<file path="config.mk">
export PLATFORM = sky130hd
export DESIGN_NAME = alu_shift_add_mul
export DESIGN_NICKNAME = d
export VERILOG_FILES = /design/src/rtl/alu_shift_add_mul.sv
export SDC_FILE = /design/constraint.sdc
export NUM_CORES = 1
export LEC_CHECK = 0
export CAP_MARGIN = 15
export CORE_ASPECT_RATIO = 0.7
export CORE_MARGIN = 1
export CORE_UTILIZATION = 30
export CTS_CLUSTER_DIAMETER = 80
export DETAILED_ROUTE_END_ITERATION = 8
export HOLD_SLACK_MARGIN = 0.12
export PLACE_DENSITY_LB_ADDON = 0.05
export SLEW_MARGIN = 20
export SYNTH_ARGS = -nofsm -noshare
export SYNTH_HDL_FRONTEND = slang
export SYNTH_SLANG_ARGS = --single-unit
</file>
<file path="constraint.sdc">
create_clock -name clk -period 9.66 [get_ports clk]
set_clock_uncertainty 0.15 [all_clocks]
set_input_delay 2.898 -clock clk [delete_from_list [all_inputs] [get_ports clk]]
set_output_delay 2.898 -clock clk [all_outputs]
set_load 0.01 [all_outputs]
</file>
<file path="src/rtl/alu_shift_add_mul.sv">
// Iterative shift-add unsigned multiplier: one partial product per cycle,
// fixed WIDTH-cycle run with start/busy/done handshake.
module alu_shift_add_mul #(
  parameter int WIDTH = 32
) (
  input  logic                 clk,
  input  logic                 rst_n,
  input  logic                 start,
  input  logic [WIDTH-1:0]     A,
  input  logic [WIDTH-1:0]     B,
  output logic                 busy,
  output logic                 done,
  output logic [2*WIDTH-1:0]   P
);

  localparam int CW = (WIDTH > 1) ? $clog2(WIDTH) : 1;
  localparam logic [1:0] IDLE = 2'd0;
  localparam logic [1:0] RUN  = 2'd1;
  localparam logic [1:0] DONE = 2'd2;
  localparam logic [CW-1:0] LAST = CW'(WIDTH - 1);

  logic [1:0]         state_r,  state_s;
  logic [2*WIDTH-1:0] mcand_r,  mcand_s;
  logic [WIDTH-1:0]   mplier_r, mplier_s;
  logic [2*WIDTH-1:0] acc_r,    acc_s;
  logic [CW-1:0]      count_r,  count_s;
  logic [2*WIDTH-1:0] p_r,      p_s;
  logic               busy_r,   busy_s;
  logic               done_r,   done_s;
  logic [2*WIDTH-1:0] sum_s;

  // Next-state and datapath: load on accepted start, one shift-add step per RUN cycle
  always_comb begin
    state_s  = state_r;
    mcand_s  = mcand_r;
    mplier_s = mplier_r;
    acc_s    = acc_r;
    count_s  = count_r;
    p_s      = p_r;
    sum_s    = acc_r + (mplier_r[0] ? mcand_r : {(2*WIDTH){1'b0}});
    case (state_r)
      IDLE, DONE: begin
        if (start) begin
          state_s  = RUN;
          mcand_s  = {{WIDTH{1'b0}}, A};
          mplier_s = B;
          acc_s    = {(2*WIDTH){1'b0}};
          count_s  = {CW{1'b0}};
        end else begin
          state_s  = IDLE;
        end
      end
      RUN: begin
        acc_s    = sum_s;
        mcand_s  = mcand_r << 1;
        mplier_s = mplier_r >> 1;
        count_s  = count_r + CW'(1);
        // Last iteration publishes the sum directly so P lands with done.
        if (count_r == LAST) begin
          p_s     = sum_s;
          state_s = DONE;
        end else begin
          state_s = RUN;
        end
      end
      default: begin
        state_s = IDLE;
      end
    endcase
    busy_s = (state_s == RUN);
    done_s = (state_s == DONE);
  end

  // State, datapath and output registers
  always_ff @(posedge clk or negedge rst_n) begin
    if (!rst_n) begin
      state_r  <= IDLE;
      mcand_r  <= {(2*WIDTH){1'b0}};
      mplier_r <= {WIDTH{1'b0}};
      acc_r    <= {(2*WIDTH){1'b0}};
      count_r  <= {CW{1'b0}};
      p_r      <= {(2*WIDTH){1'b0}};
      busy_r   <= 1'b0;
      done_r   <= 1'b0;
    end else begin
      state_r  <= state_s;
      mcand_r  <= mcand_s;
      mplier_r <= mplier_s;
      acc_r    <= acc_s;
      count_r  <= count_s;
      p_r      <= p_s;
      busy_r   <= busy_s;
      done_r   <= done_s;
    end
  end

  assign busy = busy_r;
  assign done = done_r;
  assign P    = p_r;

endmodule
</file>
After elaboration in Yosys (flattened, before gate mapping)
Index checks and enable logic that the tools add are counted.
{ "op_classes": {"muxes": 12, "n_addsub": 2, "n_reduce_logical": 5, "n_eq_ne": 6} }
{ "op_table": {"columns": ["op", "n"], "rows": [
  ["64-bit one-hot mux with 2 select lines", 2],
  ["64-bit 2-to-1 mux", 3],
  ["64-bit adder", 1],
  ["32-bit one-hot mux with 2 select lines", 1],
  ["32-bit 2-to-1 mux", 1],
  ["5-bit one-hot mux with 2 select lines", 1],
  ["5-bit by 1-bit adder with 5-bit output, second input constant", 1],
  ["5-bit == test, second input constant", 1],
  ["5-bit 2-to-1 mux", 1],
  ["2-bit by 1-bit == test with 1-bit output, second input constant", 2],
  ["2-bit == test, second input constant", 2],
  ["2-bit one-hot mux with 2 select lines", 1],
  ["2-bit AND reduction", 2],
  ["2-bit logical NOT", 1],
  ["2-bit 2-to-1 mux", 1],
  ["2-bit != test, second input constant", 1],
  ["2-bit nonzero test", 1],
  ["2-bit OR reduction", 1],
  ["1-bit 2-to-1 mux", 1]
]} }
{ "totals": {"ff_bits": 233, "wordCells": 33} }

Logic depth before layout (Yosys ltp)
Gate-level depths: netlist of the first run.
{ "logic_depth": {"word_depth": 4, "mapped_depth": 14, "mapped_depth_nobuf": 12} }

Worst setup path after synthesis of the first run
No wires, ideal clock.
{ "synth_timing": {"path_type": "input-to-reg", "startpoint": "in start", "endpoint": "reg acc_r[33]", "t_arrival_ps": 4100, "setup_slack_ps": 5315, "required_time_ps": 9415, "cell_stages": 7, "n_path_buf": 3, "setup_ps": 95, "path_cell_list": "nor2b_1 > nor2_1 > clkbuf_1 > clkbuf_1 > clkbuf_1 > nand2_1 > o31ai_1"} }
{ "synth_between": {"elab_chain_len": 2} }
{ "synth_rtl": {"columns": ["item", "line", "rtl"], "rows": [
  ["from (decl)", "8", "input logic start,"],
  ["2-bit != test (no source line)", null, null],
  ["2-bit AND reduction (no source line)", null, null],
  ["to (signal assigned)", "80", "acc_r <= {(2*WIDTH){1'b0}};"],
  ["to (signal assigned)", "89", "acc_r <= acc_s;"],
  ["to (decl)", "25", "logic [2*WIDTH-1:0] acc_r, acc_s;"]
]} }
No other way between the ends.
A chain may end at the register's enable or synchronous reset.

Final worst setup path of the first run
{ "layout_timing": {"startpoint": "reg p_r[58] (netlist: P[58])", "endpoint": "out P[58]"} }
{ "layout_lines": {"columns": ["item", "line", "rtl"], "rows": [
  ["from (decl)", "27", "logic [2*WIDTH-1:0] p_r, p_s;"],
  ["from (signal assigned)", "82", "p_r <= {(2*WIDTH){1'b0}};"],
  ["from (signal assigned)", "91", "p_r <= p_s;"],
  ["to (decl)", "13", "output logic [2*WIDTH-1:0] P"]
]} }
No word-level cell between the ends.

==> results.txt, run 1 <==
post-synthesis net count: 1599
family with the most delay on the worst path: buffers and inverters
H-Tree Depth: 1
drt first pass iters: 5
gr ovfl total: 0
clk slew on worst S/H paths: 60 ps
peak supply drop: 0.0001837 V
Required @ worst endpoint: 6610 ps
mux cell area share after synthesis: 3.019%
# fillers: 4528
sequential-to-total area share from yosys stat: 42.76%
Vias/cell: 5.329
Setup CP Type: flip-flop to output pin
Layout Cells excl Fill: 2152
Routed WL: 42680 um
Pins Over Slew Limit: 0
Die H: 180.4 um
placed instance area: 15450 um^2
Hold Crit Start: mplier_r[13]
area occupied by multi-input gates: 7381 um^2
finished layout cell area: 16310 um^2
synth top area cells: dfrtp_1, nand2_1, ha_1
critical-path cell list: clkdlybuf4s50_1
critical path arrival: 1570 ps
ANT cells: 0
die width: 256.8 um
first-pass GRT wire length: 68030 um
slew of the pin with the lowest slew margin: 1049 ps
Post CTS Setup Buffer Count: 0
largest net degree at the start of global routing: 158
Worst Hold End: mplier_r[13]
FF+latch count, synth: 233
worst min-delay path class: flip-flop to flip-flop
area grow syn2layout: 19.57%
Inst Count DP: 2108
post-layout util: 36.82%
CP max stage delay: 620 ps
Unique masters post-synth: 73
worst hold path depth: 2
status: completed
clk root buf: clkbuf_16
post-CTS sizing: 0
number of global-route vias before repair: 11460
I/O pin count: 133
RR Startpoint: mplier_r[0]
Slew headroom: 28.27%
startpoint types: flip-flop
routed vias: 11470
Post-Syn Area: 13640 um^2
Tot Pwr: 5.865 mW
Nets: 1675
Bufs and invs on worst path: 1
CORE AREA: 44280 um^2
fraction of registers with async set/reset: 100.0%
Residual DRC: 0
Final Hold Fails: 0
Max Freq: 0.2167 GHz
CTS Hold Bufs: 0
R2R setup slack: 5100 ps
Register Area: 5831 um^2
latest clock arrival within the worst-skew pair: 570 ps
Max Cap Viol: 0
DPL Wire Length: 28920 um
Yosys top cell by area: dfrtp_1
CTS Buf Count: 26
compound-cell area share of the yosys netlist: 23.53%
xor and xnor fraction of the mapped netlist area: 2.441%
largest family of logic cells by synthesized area: compound AO/OA/AOI/OAI gates
clock buffer depth: 3
I/O Buffers: 132
Initial DRC Count: 750
Post-synth EDFFs: 0
DR WL/cell: 19.83 um
Rows: 64
post-synth top area share: 42.76%
Slowest cell on crit path: clkdlybuf4s50_1
Initial Util: 30.80%
share of post-route cells with drive strength above 1: 7.125%
cell count after synthesis: 1466
post-synthesis adder-cell area fraction: 6.111%
Crit. Startpoint: P[58]
final setup vio count: 0
post-synthesis simple-gate area fraction: 18.81%
cells on worst reg2reg path: 13
CTS tree: yes
pwr dens: 359.7 nW/um^2
CTS Sinks: 233
peak fanout along the critical path: 2
CP endpoint kind: output pin
remaining antenna violation count: 0
Final period util: 47.78%
die area: 46330 um^2
unrepaired setup endpoints after global routing: false
final critical-path required period: 4616 ps
initial antenna violation count: 0
setup tns final: 0 ps
dominant synthesized flop cell: dfrtp_1
reg-to-reg endpoint: acc_r[62]
yosys warns: 0
Mean Syn Cell Area: 9.302 um^2
leakage: 7.215 nW
GRT Total Usage: 18.32%
Final GP Congestion: 0.8462
## flip-flops by register name, summed over array words and instances (netlist names)
name      count
P            64
acc_r        64
mcand_r      64
mplier_r     32
count_r       5
state_r       2
busy          1
done          1
## report_power, final
| part | leakage, nW | total, mW | internal (mW) | switching (mW) |
|---|---|---|---|---|
| logic | 3.95 | 3.13 | 1.29 | 1.84 |
| registers | 2.85 | 1.71 | 1.43 | 0.285 |
| clock network | 0.413 | 1.02 | 0.584 | 0.435 |
| total | 7.22 | 5.87 | 3.30 | 2.56 |
## cell usage after synthesis, drive strengths merged (4+ instances only)
cell type	count
xnor2	24
o21bai	6
a31o	5
o211ai	15
a211o	8
nor2	62
or3b	4
nand3	25
nor4	6
nand4	38
a221o	6
a211oi	11
ha	65
a22o	74
a31oi	10
a21oi	89
a21o	32
nor2b	10
o31ai	18
buf	16
o311ai	4
nand2b	15
dfrtp	233
or3	8
nor3	15
and3	11
a22oi	62
clkbuf	78
mux2i	4
nand2	249
o221ai	4
inv	21
o21a	16
mux2	33
a32o	6
o2111ai	6
o21ai	55
and2	69
xor2	14
## per-stage QoR
step | hold WS, ps | setup WS, ps
global route | 340.7 | 4772
detailed placement | 313.1 | 4797
global placement | 310.3 | 4778
floorplan | 296.8 | 5315
finish | 324.4 | 5044
CTS | 328.8 | 5003
## layout by cell type, fill, tap and decap left out, types with 33 or more instances in the layout
cell / netlist / layout
nand2_1: 248 / 247
dfrtp_1: 233 / 233
clkdlybuf4s50_1: 0 / 131
a21oi_1: 88 / 88
a22o_1: 74 / 74
and2_1: 69 / 69
ha_1: 65 / 65
a22oi_1: 62 / 62
nor2_1: 62 / 61
o21ai_0: 54 / 54
nand4_1: 38 / 38
mux2_2: 33 / 33
## cell families after synthesis
group / count (synthesis)
simple gates: 531
flops: 233
compound gates: 446
buf+inv: 115
mux: 37
fa+ha+maj: 66
xor+xnor: 38
## layer usage
metal | global-route usage [%] | wire (um) | vias to the layer above
met4 | 3.714 | 785 | 0
met1 | 29.01 | 23170 | 5683
met5 | 0 | 0 | -
met3 | 2.546 | 1477 | 48
li1 | - | - | 5534
met2 | 25.96 | 17250 | 204
## layout make-up
cell class	count	share of cell area, %
sequential	233	35.76
multi-input combinational	1118	45.27
clock buffer	36	4.527
tap	594	4.558
inverter	21	0.4834
timing repair buffer	142	8.748
clock inverter	8	0.6599
## worst max-delay path by stage
| stage | slack (ps) | to | cells after the start |
|---|---|---|---|
| CTS | 5000 | P[32] | 1 |
| detailed placement | 4800 | acc_r[59] | 7 |
| finish | 5040 | P[58] | 1 |
| global placement | 4780 | acc_r[59] | 7 |
| global route | 4770 | acc_r[62] | 13 |
| floorplan | 5310 | acc_r[33] | 7 |
Power figures use the tool's default switching activity.
==> run 2: changes to the inputs <==
- clock period: 9.66 -> 4.4 ns (I/O delays scaled with it)
==> results.txt, run 2 (synthesis results as in run 1) <==
R2R setup slack: 490 ps (-4610 ps)
post-CTS sizing: 0 (unchanged)
remaining antenna violation count: 0 (unchanged)
Slew headroom: 44.34% (+16 points)
Max Freq: 0.2557 GHz
post-layout util: 37.31% (+0.49 points)
peak supply drop: 0.0004490 V (+140%)
DR WL/cell: 19.88 um (+0.26%)
peak fanout along the critical path: 26 (+24)
CTS Hold Bufs: 0 (unchanged)
pwr dens: 785.8 nW/um^2 (+120%)
RR Startpoint: mplier_r[0]
status: completed
Nets: 1694 (+1.1%)
# fillers: 4465 (-1.4%)
leakage: 7.329 nW (+1.6%)
Rows: 64 (unchanged)
latest clock arrival within the worst-skew pair: 570 ps (about the same)
Net Switching: 5.668 mW (+120%)
H-Tree Depth: 1 (unchanged)
CORE AREA: 44280 um^2 (unchanged)
Inst Count DP: 2126 (+0.85%)
Layout Cells excl Fill: 2173 (+0.98%)
most frequent cells in the layout: nand2_1, dfrtp_1, clkdlybuf4s50_1
Sw Share: 43.66% (about the same)
GRT Total Usage: 18.68% (+0.35 points)
I/O pin count: 133 (unchanged)
clock buffer depth: 3 (unchanged)
startpoint types: flip-flop
worst hold path depth: 2 (unchanged)
Vias/cell: 5.361 (+0.59%)
CTS Buf Count: 27 (+3.8%)
routed vias: 11650 (+1.6%)
Pins Over Slew Limit: 0 (unchanged)
Setup CP Type: flip-flop to flip-flop
Clk pwr share: 16.9% (-0.5 points)
number of global-route vias before repair: 11490 (+0.27%)
CTS tree: yes
Pint: 7.314 mW (+120%)
share of post-route cells with drive strength above 1: 8.360% (+1.2 points)
ANT cells: 0 (unchanged)
final setup vio count: 0 (unchanged)
area grow syn2layout: 21.15%
slew of the pin with the lowest slew margin: 834.9 ps (-213.9 ps)
DPL Wire Length: 30520 um (+5.6%)
reg-to-reg endpoint: P[44]
worst min-delay path class: flip-flop to flip-flop
setup tns final: 0 ps (unchanged)
Final GP Congestion: 0.8219 (-2.9%)
CP endpoint kind: flip-flop
Routed WL: 43210 um (+1.2%)
Comb power frac: 54.0% (+0.6 points)
Initial DRC Count: 778 (+3.7%)
Post CTS Setup Buffer Count: 0 (unchanged)
unrepaired setup endpoints after global routing: false
Required @ worst endpoint: 4680 ps (-1930 ps)
setup slack after layout: 488.7 ps (-4556 ps)
Tot Pwr: 12.98 mW (+120%)
Worst Hold End: mplier_r[19]
Initial Util: 30.80% (unchanged)
clk slew on worst S/H paths: 60 ps (about the same)
Residual DRC: 0 (unchanged)
gr ovfl total: 0 (unchanged)
commonest non-fill, non-tap cell in the layout: nand2_1
Final period util: 88.89%
clk root buf: clkbuf_16
I/O Buffers: 132 (unchanged)
CTS Sinks: 233 (unchanged)
Seq pwr share: 29.2% (about the same)
worst slack at placement: 524.4 ps (-4272 ps)
Final Hold Fails: 0 (unchanged)
initial antenna violation count: 1 (+1)
cells on worst reg2reg path: 11 (-2)
drt first pass iters: 5 (unchanged)
Max Cap Viol: 0 (unchanged)
die area: 46330 um^2 (unchanged)
first-pass GRT wire length: 69050 um (+1.5%)
die width: 256.8 um (unchanged)
Die H: 180.4 um (unchanged)
final critical-path required period: 3911 ps
Hold Crit Start: mplier_r[19]
critical path arrival: 4190 ps (+2620 ps)
largest net degree at the start of global routing: 157 (-0.63%)
[run 2: changes by cell type in the layout (fill, tap and decap cells not counted), moves of 2 or more]
cell | previous run | this run
clkbuf_8 | 5 | 7
buf_12 | 2 | 9
bufinv_16 | 2 | 0
clkinv_2 | 3 | 5
clkinvlp_4 | 1 | 3
buf_4 | 8 | 19
[run 2: power by group through the flow]
| stage | registers (mW) | logic (mW) | clock network, mW |
|---|---|---|---|
| after floorplan | 3.72 | 4.69 | 0 |
| after global placement | 3.83 | 6.98 | 0 |
| after detailed placement | 3.83 | 7.00 | 0 |
| after CTS | 3.80 | 7.04 | 2.27 |
| after global routing | 3.93 | 7.77 | 2.35 |
| final | 3.79 | 7.01 | 2.19 |
[run 2: worst max path at each step]
| stage | end | depth (start not counted) | from |
|---|---|---|---|
| finish | P[44] | 11 | mplier_r[0] |
| global placement | P[44] | 11 | mplier_r[0] |
| floorplan | acc_r[62] | 14 | mplier_r[0] |
| global route | acc_r[61] | 14 | mplier_r[0] |
| detailed placement | P[41] | 14 | mplier_r[0] |
| CTS | P[44] | 11 | mplier_r[0] |
[run 2: stage by stage]
stage | cell area [um^2] | hold slack [ps]
after floorplan | 13640 | 296.8
after CTS | 16520 | 328.5
after detailed placement | 15680 | 312.9
after global placement | 15680 | 308.6
after global routing | 16520 | 336.3
final | 16520 | 322.7
[run 2: cell type report]
class / count / area (um^2) / area share [%]
tap: 594 / 743.2 / 4.499
inverter: 21 / 78.83 / 0.4771
timing repair buffer: 160 / 1649 / 9.982
sequential: 233 / 5831 / 35.29
clock inverter: 9 / 56.30 / 0.3408
multi-input combinational: 1118 / 7376 / 44.65
clock buffer: 38 / 787.0 / 4.764
[run 2: per-layer routing]
| layer | share of wire (%) | wire, um | up-vias | GRT usage (%) |
|---|---|---|---|---|
| met1 | 53 | 22820 | 5775 | 29.89 |
| li1 | - | - | 5570 | - |
| met4 | 1.3 | 561 | 0 | 2.810 |
| met2 | 41 | 17900 | 261 | 26.55 |
| met3 | 4.5 | 1930 | 43 | 2.546 |
| met5 | 0 | 0 | - | 0 |
[run 2: worst max-delay path: stages (launching register included)]
cell,delay [ps]
dfrtp_1,390
buf_4,180
buf_4,220
and2_1,170
ha_1,480
nand4_1,190
or4_1,550
nor2_1,210
nand4bb_1,400
and2_1,400
xnor2_1,180
mux2_2,270
